$ cat src/rtl/prga_pipelined_addcmp.sv
// Pipelined add/subtract/compare unit: one SEG_WIDTH-bit carry segment per stage,
// carry registered between stages, flags derived from the true MSB in the last stage.
module prga_pipelined_addcmp #(
    parameter int WIDTH     = 32,
    parameter int SEG_WIDTH = 8
) (
    input  logic             clk,
    input  logic             rst_n,
    input  logic             i_valid,
    output logic             i_ready,
    input  logic [WIDTH-1:0] i_a,
    input  logic [WIDTH-1:0] i_b,
    input  logic [1:0]       i_op,
    input  logic             i_signed,
    output logic             o_valid,
    input  logic             o_ready,
    output logic [WIDTH-1:0] o_y,
    output logic             o_cout,
    output logic             o_ovf,
    output logic             o_cmp
);
    localparam int NUM_SEGS = (WIDTH + SEG_WIDTH - 1) / SEG_WIDTH;
    localparam logic [1:0] OP_ADD = 2'b00;
    localparam logic [1:0] OP_SUB = 2'b01;
    localparam logic [1:0] OP_LT  = 2'b10;
    localparam logic [1:0] OP_GE  = 2'b11;

    // Handshake: a beat transfers on i_valid & i_ready, a result on o_valid & o_ready;
    // the whole pipe moves as one (en), so bubbles travel with the data and a stall freezes every stage.
    logic en;
    assign en      = ~o_valid | o_ready;
    assign i_ready = en;

    for (genvar k = 0; k < NUM_SEGS; k++) begin : g_stg
        localparam int LO = k * SEG_WIDTH;
        localparam int HI = (LO + SEG_WIDTH - 1 > WIDTH - 1) ? WIDTH - 1 : LO + SEG_WIDTH - 1;
        localparam int L  = HI - LO + 1;

        logic               v_in, c_in, s_in, bm_in;
        logic [1:0]         op_in;
        logic [WIDTH-1:LO]  a_in, b_in;
        logic [L:0]         seg;
        logic [HI:0]        res_new;

        if (k == 0) begin : g_src
            assign v_in    = i_valid;
            assign c_in    = (i_op != OP_ADD);
            assign a_in    = i_a;
            assign b_in    = (i_op == OP_ADD) ? i_b : ~i_b;
            assign op_in   = i_op;
            assign s_in    = i_signed;
            assign bm_in   = i_b[WIDTH-1];
            assign res_new = seg[L-1:0];
        end else begin : g_src
            assign v_in    = g_stg[k-1].g_reg.v_q;
            assign c_in    = g_stg[k-1].g_reg.c_q;
            assign a_in    = g_stg[k-1].g_reg.a_q;
            assign b_in    = g_stg[k-1].g_reg.b_q;
            assign op_in   = g_stg[k-1].g_reg.op_q;
            assign s_in    = g_stg[k-1].g_reg.s_q;
            assign bm_in   = g_stg[k-1].g_reg.bm_q;
            assign res_new = {seg[L-1:0], g_stg[k-1].g_reg.res_q};
        end

        assign seg = {1'b0, a_in[HI:LO]} + {1'b0, b_in[HI:LO]} + {{L{1'b0}}, c_in};

        if (k < NUM_SEGS - 1) begin : g_reg
            logic                v_q, v_d, c_q, c_d, s_q, s_d, bm_q, bm_d;
            logic [1:0]          op_q, op_d;
            logic [WIDTH-1:HI+1] a_q, a_d, b_q, b_d;
            logic [HI:0]         res_q, res_d;

            always_comb begin
                v_d   = v_q;
                c_d   = c_q;
                s_d   = s_q;
                bm_d  = bm_q;
                op_d  = op_q;
                a_d   = a_q;
                b_d   = b_q;
                res_d = res_q;
                if (en) begin
                    v_d   = v_in;
                    c_d   = seg[L];
                    s_d   = s_in;
                    bm_d  = bm_in;
                    op_d  = op_in;
                    a_d   = a_in[WIDTH-1:HI+1];
                    b_d   = b_in[WIDTH-1:HI+1];
                    res_d = res_new;
                end
            end

            always_ff @(posedge clk or negedge rst_n) begin
                if (!rst_n) begin
                    v_q   <= 1'b0;
                    c_q   <= 1'b0;
                    s_q   <= 1'b0;
                    bm_q  <= 1'b0;
                    op_q  <= 2'b00;
                    a_q   <= '0;
                    b_q   <= '0;
                    res_q <= '0;
                end else begin
                    v_q   <= v_d;
                    c_q   <= c_d;
                    s_q   <= s_d;
                    bm_q  <= bm_d;
                    op_q  <= op_d;
                    a_q   <= a_d;
                    b_q   <= b_d;
                    res_q <= res_d;
                end
            end
        end else begin : g_out
            logic             v_q, v_d, cout_q, cout_d, ovf_q, ovf_d, cmp_q, cmp_d;
            logic [WIDTH-1:0] y_q, y_d;
            logic             cout, c_msb, ext;

            // Carry into the MSB recovered from the MSB sum bit; ext is bit WIDTH of the
            // sign/zero-extended subtraction, i.e. the sign of A-B.
            assign cout  = seg[L];
            assign c_msb = seg[L-1] ^ a_in[WIDTH-1] ^ b_in[WIDTH-1];
            assign ext   = (s_in & a_in[WIDTH-1]) ^ ~(s_in & bm_in) ^ cout;

            always_comb begin
                v_d    = v_q;
                y_d    = y_q;
                cout_d = cout_q;
                ovf_d  = ovf_q;
                cmp_d  = cmp_q;
                if (en) begin
                    v_d    = v_in;
                    y_d    = res_new;
                    cout_d = cout;
                    ovf_d  = 1'b0;
                    cmp_d  = 1'b0;
                    case (op_in)
                        OP_ADD: ovf_d = s_in ? (c_msb ^ cout) : cout;
                        OP_SUB: ovf_d = s_in ? (c_msb ^ cout) : ~cout;
                        OP_LT:  cmp_d = ext;
                        OP_GE:  cmp_d = ~ext;
                        default: ;
                    endcase
                end
            end

            always_ff @(posedge clk or negedge rst_n) begin
                if (!rst_n) begin
                    v_q    <= 1'b0;
                    y_q    <= '0;
                    cout_q <= 1'b0;
                    ovf_q  <= 1'b0;
                    cmp_q  <= 1'b0;
                end else begin
                    v_q    <= v_d;
                    y_q    <= y_d;
                    cout_q <= cout_d;
                    ovf_q  <= ovf_d;
                    cmp_q  <= cmp_d;
                end
            end
        end
    end

    assign o_valid = g_stg[NUM_SEGS-1].g_out.v_q;
    assign o_y     = g_stg[NUM_SEGS-1].g_out.y_q;
    assign o_cout  = g_stg[NUM_SEGS-1].g_out.cout_q;
    assign o_ovf   = g_stg[NUM_SEGS-1].g_out.ovf_q;
    assign o_cmp   = g_stg[NUM_SEGS-1].g_out.cmp_q;

endmodule

$ cat config.mk
export PLATFORM = sky130hd
export DESIGN_NAME = prga_pipelined_addcmp
export DESIGN_NICKNAME = d
export VERILOG_FILES = /design/src/rtl/prga_pipelined_addcmp.sv
export SDC_FILE = /design/constraint.sdc
export NUM_CORES = 1
export LEC_CHECK = 0
export BUFFER_PORTS_ARGS = -buffer_cell sky130_fd_sc_hd__buf_2
export CORE_MARGIN = 2
export CORE_UTILIZATION = 59
export CTS_BUF_LIST = sky130_fd_sc_hd__clkbuf_4 sky130_fd_sc_hd__clkbuf_8
export DETAILED_ROUTE_END_ITERATION = 8
export PLACE_DENSITY = 0.81
export SLEW_MARGIN = 15
export SYNTH_ARGS = -nofsm -noshare
export SYNTH_HDL_FRONTEND = slang
export SYNTH_SLANG_ARGS = --single-unit
$ cat constraint.sdc
create_clock -name clk -period 5.9 [get_ports clk]
set_input_delay 1.18 -clock clk [delete_from_list [all_inputs] [get_ports clk]]
set_output_delay 1.18 -clock clk [all_outputs]
set_load 0.005 [all_outputs]
After elaboration in Yosys (flattened, before gate mapping)
Index checks and enable logic that the tools add are counted.
{ "classes": {"add_sub_neg": 8, "eq_ne": 3, "mux": 5, "bitwise_logic": 13, "n_reduce_logical": 3} }
{ "op_table": {"columns": ["cell", "count"], "rows": [
  ["adder 8 x 8 -> 9 bit", 4],
  ["adder 9 x 1 -> 9 bit", 4],
  ["two-way mux 32 bit", 1],
  ["NOT 32 bit", 1],
  ["XOR 1 bit", 5],
  ["== test 2 bit (second input constant)", 2],
  ["zero test 2 bit", 2],
  ["NOT 1 bit", 4],
  ["one-hot mux 1 bit (2 select lines)", 2],
  ["AND 1 bit", 2],
  ["== test 2 x 1 -> 1 bit (second input constant)", 1],
  ["two-way mux 1 bit", 2],
  ["nonzero test 2 bit", 1],
  ["OR 1 bit", 1]
]} }
{ "word_totals": {"ff_bits": 198, "input_bits": 71, "out_inout_bits": 37, "elab_cells": 61} }

Longest topological paths before layout
Gate-level depths: netlist of run 1.
{ "depth": {"word_depth": 7, "ltp_mapped": 11, "ltp_nobuf": 10} }

Worst setup path before layout of run 1
OpenSTA, ideal clock, no wires.
{ "synth_timing": {"path_kind": "input to register", "startpoint": "input port i_op[1]", "endpoint": "register g_stg[0].g_reg.c_q", "setup_ns": 0.129, "arrival_time_ns": 3.113, "setup_slack_ns": 2.658, "cell_stages": 10, "cell_sequence": "nor2_1 buf_2 xnor2_1 ha_1 nor2b_1 o21ai_0 a21oi_1 o21a_1 o21a_1 o41a_1"} }
{ "synth_between": {"elab_chain_cells": 4, "word_cells_on_any_way": 5, "cone_classes": "2 x add/sub; 1 x mux; 2 x reduce/logical"} }
{ "synth_rtl": {"columns": ["item", "line_no", "text"], "rows": [
  ["start, declared", "13", "input logic [1:0] i_op,"],
  ["zero test 2 bit", "49", "assign b_in = (i_op == OP_ADD) ? i_b : ~i_b;"],
  ["two-way mux 32 bit", "49", null],
  ["adder 8 x 8 -> 9 bit", "65", "assign seg = {1'b0, a_in[HI:LO]} + {1'b0, b_in[HI:LO]} + {{L{1'b0}}, c_in};"],
  ["adder 9 x 1 -> 9 bit *", "65", null],
  ["end signal, assigned", "97", "c_q <= 1'b0;"],
  ["end signal, assigned", "106", "c_q <= c_d;"],
  ["end, declared", "68", "logic v_q, v_d, c_q, c_d, s_q, s_d, bm_q, bm_d;"]
]} }
Every way passes the cells marked *; elsewhere a longest branch is shown, timed or not.
A chain may end at the register's enable or synchronous reset.

Worst setup path after layout of run 1
{ "layout_timing": {"startpoint": "input port o_ready", "endpoint": "output port i_ready"} }
{ "layout_between": {"elab_chain_cells": 1} }
{ "layout_rtl": {"columns": ["item", "line_no", "text"], "rows": [
  ["start, declared", "16", "input logic o_ready,"],
  ["OR 1 bit", "31", "assign en = ~o_valid | o_ready;"],
  ["end, declared", "10", "output logic i_ready,"]
]} }
Every way passes these cells.

==> results of run 1 <==
==> sequential cells by signal (all words and copies together), names as in the netlist, 6 cells and up <==
register and cells:
o_y 32, g_stg.g_reg.res_q 48, g_stg.g_reg.a_q 48, g_stg.g_reg.b_q 48, g_stg.g_reg.op_q 6
==> placed cells by master, fill, tap and decap left out, drive strengths merged, types with 8 or more instances in the layout <==
master,instances
nand2,423
dfrtp,198
buf,112
nor2,51
a21oi,46
xor2,30
ha,28
inv,27
o21ai,20
clkbuf,20
xnor2,19
nor3,11
o31ai,8
==> power by group through the flow <==
stage	Sequential, uW	Combinational, uW	Clock (uW)
2_1_floorplan	2250	1560	0
3_3_place_gp	2300	2000	0
3_5_place_dp	2320	2080	0
4_1_cts	2300	2100	880
5_1_grt	2380	2400	942
6_report	2300	2090	864
==> cells in the mapped netlist (3+ instances only) <==
library cell  number  area [um^2]
o211ai_1           3         22.5
a21oi_1           45          225
nand2_1          423         1590
inv_1             23         86.3
buf_2             12         60.1
fa_1               7          140
nor3_1            11         55.1
o31ai_1            8         60.1
clkbuf_1          31          116
a21o_1             7         52.6
xnor2_1           19          166
o21a_1             7         52.6
ha_1              28          350
a211oi_1           4         30.0
nor2b_1            5         31.3
buf_1              5         18.8
mux2i_1            3         30.0
nand2b_1           4         25.0
nand3_1            4         20.0
nor3b_1            4         30.0
o21ai_0           19         95.1
nor2_1            51          191
dfrtp_1          198         4950
or3_1              3         18.8
xor2_1            30          263
==> worst min-delay path, stage by stage (launching register included) <==
cell,delay [ps]
dfrtp_1,340
nand2_1,50
nand2_1,40
==> stage by stage <==
stage | total power (uW) | worst slack [ps] | cell area (um^2) | hold WS [ps]
6_report | 5250 | 2530 | 9990 | 465
5_1_grt | 5710 | 2370 | 9990 | 482
4_1_cts | 5280 | 2540 | 9990 | 474
3_5_place_dp | 4400 | 2080 | 9590 | 451
3_3_place_gp | 4310 | 2120 | 9590 | 445
2_1_floorplan | 3810 | 2660 | 8940 | 430
==> worst paths after layout <==
kind,startpoint,to,slack (ps),cells after the start
worst max-delay path,o_ready,i_ready,2530,4
worst min-delay path,o_y[0],o_y[0],470,2
worst max register to register,o_valid,o_ovf,2950,7
worst min register to register,o_y[0],o_y[0],470,2
max in group asynchronous,rst_n,g_stg[1].g_reg.c_q,3930,2
min in group asynchronous,rst_n,g_stg[0].g_reg.a_q[9],760,1
==> routing by layer <==
metal | global-route usage | up-vias | part of all wire
met5 | 0 | - | 0
li1 | - | 3313 | -
met3 | 0.0427 | 17 | 0.039
met1 | 0.336 | 3057 | 0.49
met4 | 0.0685 | 0 | 0.012
met2 | 0.328 | 118 | 0.45
==> cell type report <==
type	instances	area [um^2]	share of cell area
multi-input cells	713	3720	0.372
well taps	184	230	0.0230
inverters	24	95.1	0.00952
repair buffers	113	589	0.0590
clock buffers	19	255	0.0256
clock inverters	13	146	0.0147
flip-flops and latches	198	4950	0.496
==> kinds of logic (layout without fill, tap and decap cells) <==
kind of cell	after synthesis	after routing
DFF	198	198
adders and majority gates	35	35
AOI/OAI and AO/OA	112	112
muxes	3	3
and+or+nand+nor	513	513
buffers and inverters	72	169
xor gates and xnor gates	50	50
==> flow_summary.ini, run 1 <==
[worst_setup_path]
cp-start-kind = input pin
worst-endpoint-required_ps = 4720
arrival_ps = 2190
critPathCaptureType = primary output
critical_path_class = input pin to primary output
crit_family = buffers and inverters
worst_path_max_delay_cell = inv_6
path_cells = buf_2 > nor2b_4 > inv_6 > buf_2
crit_path_max_fanout = 123
cp_common_cell = buf_2
crit_buf_inv = 3
critPathMaxStageDelay_ps = 540

[synth]
synth_flop_cell = dfrtp_1
synth_cell_type_count = 46
syn_area_per_cell_um2 = 9.10
syn-instance-count = 983
ys_warn_count = 0
syn_area_um2 = 8940
async_reset_ff_frac = 1.00
synth_top_family_by_area = simple AND/OR/NAND/NOR gates
synth-adder-area-share = 0.0548
yosysSeqAreaShare = 0.554
synth.area.mux_share = 0.00336
synth_compound_area_frac = 0.0796
synth_edf_count = 0
ys_ff_latch = 198
synth_fp_nets = 1089
synthSimpleGateAreaFrac = 0.226
synth-xor-area-share = 0.0505

[pwr]
cellLeakagePower_uw = 0.00524
ir_drop_uv = 436
seq_power_share = 0.438
swShare = 0.381
p_int_uw = 3250
p_clk_frac = 0.165
p_per_area_nw_per_um2 = 526
pwr-share-comb = 0.398
switching_power_uw = 2000

[timing]
hold_violations = 0
period_needed_ps = 3370
fin_skew_ps = 10.5
slew_headroom = 0.360
slew_violations = 0
rsz0062_at_grt = no
tns_ps = 0
fmax_mhz = 297
min_period_over_period = 0.571
finalSetupViolations = 0
worstMarginPinSlew_ps = 960

[drt]
ant_nets = 0
drc = 0
num_vias = 6505
first_pass_iters = 5
totalWireLength_um = 16700
viasPerCell = 5.15
wl_per_cell_um = 13.2
drt_iter0_drc = 442

[global_route]
grt_pass1_wl_um = 28800
gr-total-overflow = 0
grt_pass1_vias = 6109
antenna_found_initial = 0
grt.total_usage = 0.222
grt_max_degree = 124

[die]
die_w_um = 127
fp-row-count = 44
die_y_um = 127
core_um2 = 14600
initial_core_util = 0.611
ios = 108
dieArea_um2 = 16200

[clocking]
cts_resized = 0
cts_buffers = 17
path_clk_slew_ps = 90
cts.sinks = 198
clk_latency_ps = 470
ctsHtreeMaxLevel = 4
post_cts_buffers = 0
holdBufCountCts = 0
clock_path_buffers = 2
clockRootBuffer = clkbuf_8
cts_tree = built

[finish]
drive_above_1_share = 0.142
finalCoreUtilization = 0.682
area_delta_synth_final_pct = 11.7
nFillCells = 1191
nets = 1173
instances_no_fill = 1264
diodes = 0

[outcome]
status = complete, no violations

[job]
maxCapViolations = 0

[place]
finalWeightedCongestion = 0.861
hpwl_um = 11200
portBuffers = 107
dp.cells = 1232

[min_path]
min_path_type = register to register
Power figures use the tool's default switching activity.
==> run 2, diff against run 1 <==
==> constraint.sdc (replaced) <==
create_clock -name clk -period 3.4 [get_ports clk]
set_input_delay 0.68 -clock clk [delete_from_list [all_inputs] [get_ports clk]]
set_output_delay 0.68 -clock clk [all_outputs]
set_load 0.005 [all_outputs]
==> run 2 against run 1 <==
First-iteration DRC count up 18%. Critical endpoint is now o_cmp. Largest power group unchanged. Global-route usage down 0.11 points. Critical path type is now register to register. Clock power up 75%. Largest cell class unchanged. Combinational power up 74%. Cell count about the same.
==> flow_summary.ini, run 2 (synthesis gave the netlist of run 1 again) <==
[drt]
first_pass_iters = 5
wl_per_cell_um = 13.2
ant_nets = 0
drc = 0
viasPerCell = 5.13
num_vias = 6492
drt_iter0_drc = 522
totalWireLength_um = 16700

[global_route]
antenna_found_initial = 0
grt_pass1_wl_um = 28700
grt_max_degree = 186
grt_pass1_vias = 6075
grt.total_usage = 0.221
gr-total-overflow = 0

[pwr]
power_uw = 9140
ir_drop_uv = 843
cellLeakagePower_uw = 0.00527
p_per_area_nw_per_um2 = 910

[place]
dp.cells = 1233
finalWeightedCongestion = 0.875
portBuffers = 107
place_area_um2 = 9640
hpwl_um = 11200

[job]
maxCapViolations = 0

[worst_setup_path]
critical_path_class = register to register
arrival_ps = 2780
critPathCaptureType = register
critPathMaxStageDelay_ps = 480
crit_path_max_fanout = 3
crit_family = adder cells
cp-start-kind = register
worst-endpoint-required_ps = 3760
cp_common_cell = fa_1
path_cells = fa_1 > inv_1 > fa_1 > nor2b_1 > o2111ai_1 > nand3_1 > nand2_1 > xnor3_1 > o31ai_1
worst_path_max_delay_cell = fa_1
crit_buf_inv = 1

[clocking]
clock_path_buffers = 2
post_cts_buffers = 0
holdBufCountCts = 0
cts.sinks = 198
cts_tree = built
clockRootBuffer = clkbuf_8
cts_resized = 0
clk_latency_ps = 450
cts_buffers = 17
ctsHtreeMaxLevel = 4
path_clk_slew_ps = 90

[die]
initial_core_util = 0.611
die_w_um = 127
dieArea_um2 = 16200
ios = 108
fp-row-count = 44
die_y_um = 127
core_um2 = 14600

[finish]
layout_commonest_cell = nand2_1
instances_no_fill = 1265
reg_top3 = g_stg.g_reg.a_q: 48 flops, g_stg.g_reg.b_q: 48 flops, g_stg.g_reg.res_q: 48 flops
area_delta_synth_final_pct = 12.4
drive_above_1_share = 0.142
diodes = 0
nets = 1174
nFillCells = 1175
design_area_um2 = 10100
finalCoreUtilization = 0.687
layout_common_cells = nand2_1 (423), dfrtp_1 (198), buf_2 (106), nor2_1 (50), a21oi_1 (45)

[outcome]
status = complete, no violations

[timing]
period_needed_ps = 2430
min_period_over_period = 0.714
hold_violations = 0
finalSetupViolations = 0
fin_skew_ps = 11.3
slew_headroom = 0.490
tns_ps = 0
rsz0062_at_grt = no
fmax_mhz = 412
worstMarginPinSlew_ps = 765
slew_violations = 0

[min_path]
min_path_type = input pin to async pin
run 2: changes by cell type in the layout (fill, tap and decap cells not counted), sizes merged:
cell / previous run / this run
clkbuf: 20 / 24
clkinv: 6 / 3
buf: 112 / 113
inv: 27 / 26
run 2: final cells by class:
| type | count | area, um^2 | share of cell area |
|---|---|---|---|
| clock buffer | 23 | 292 | 0.0290 |
| clock inverter | 9 | 118 | 0.0117 |
| inverter | 24 | 95.1 | 0.00946 |
| multi-input combinational | 713 | 3720 | 0.370 |
| sequential | 198 | 4950 | 0.493 |
| tap | 184 | 230 | 0.0229 |
| timing repair buffer | 114 | 647 | 0.0643 |
run 2: worst paths after layout:
| check | startpoint | to | cells after the start | slack [ps] |
|---|---|---|---|---|
| max reg2reg | g_stg[2].g_reg.c_q | o_cmp | 9 | 970 |
| max | g_stg[2].g_reg.c_q | o_cmp | 9 | 970 |
| min reg2reg | o_y[3] | o_y[3] | 2 | 470 |
| min | rst_n | g_stg[0].g_reg.v_q | 1 | 210 |
| min in group clk | i_a[9] | g_stg[0].g_reg.a_q[9] | 3 | 420 |
| max in group asynchronous | rst_n | g_stg[2].g_reg.a_q[31] | 2 | 2380 |
run 2: routing by layer:
layer / wire length [um] / part of all wire / GRT usage / vias to the layer above
li1: - / - / - / 3312
met1: 8290 / 0.50 / 0.331 / 3030
met2: 7610 / 0.46 / 0.333 / 136
met3: 601 / 0.036 / 0.0452 / 14
met4: 204 / 0.012 / 0.0601 / 0
met5: 0 / 0 / 0 / -
run 2: metrics by stage:
stage | hold slack [ps] | setup WS (ps)
6_report | 212 | 973
5_1_grt | 240 | 658
4_1_cts | 229 | 960
3_5_place_dp | 451 | 551
3_3_place_gp | 445 | 647
2_1_floorplan | 384 | 658
run 2: where the power goes:
group | internal [uW] | switching [uW]
Combinational | 1560 | 2070
Clock | 734 | 780
Sequential | 3400 | 591
Total | 5700 | 3440
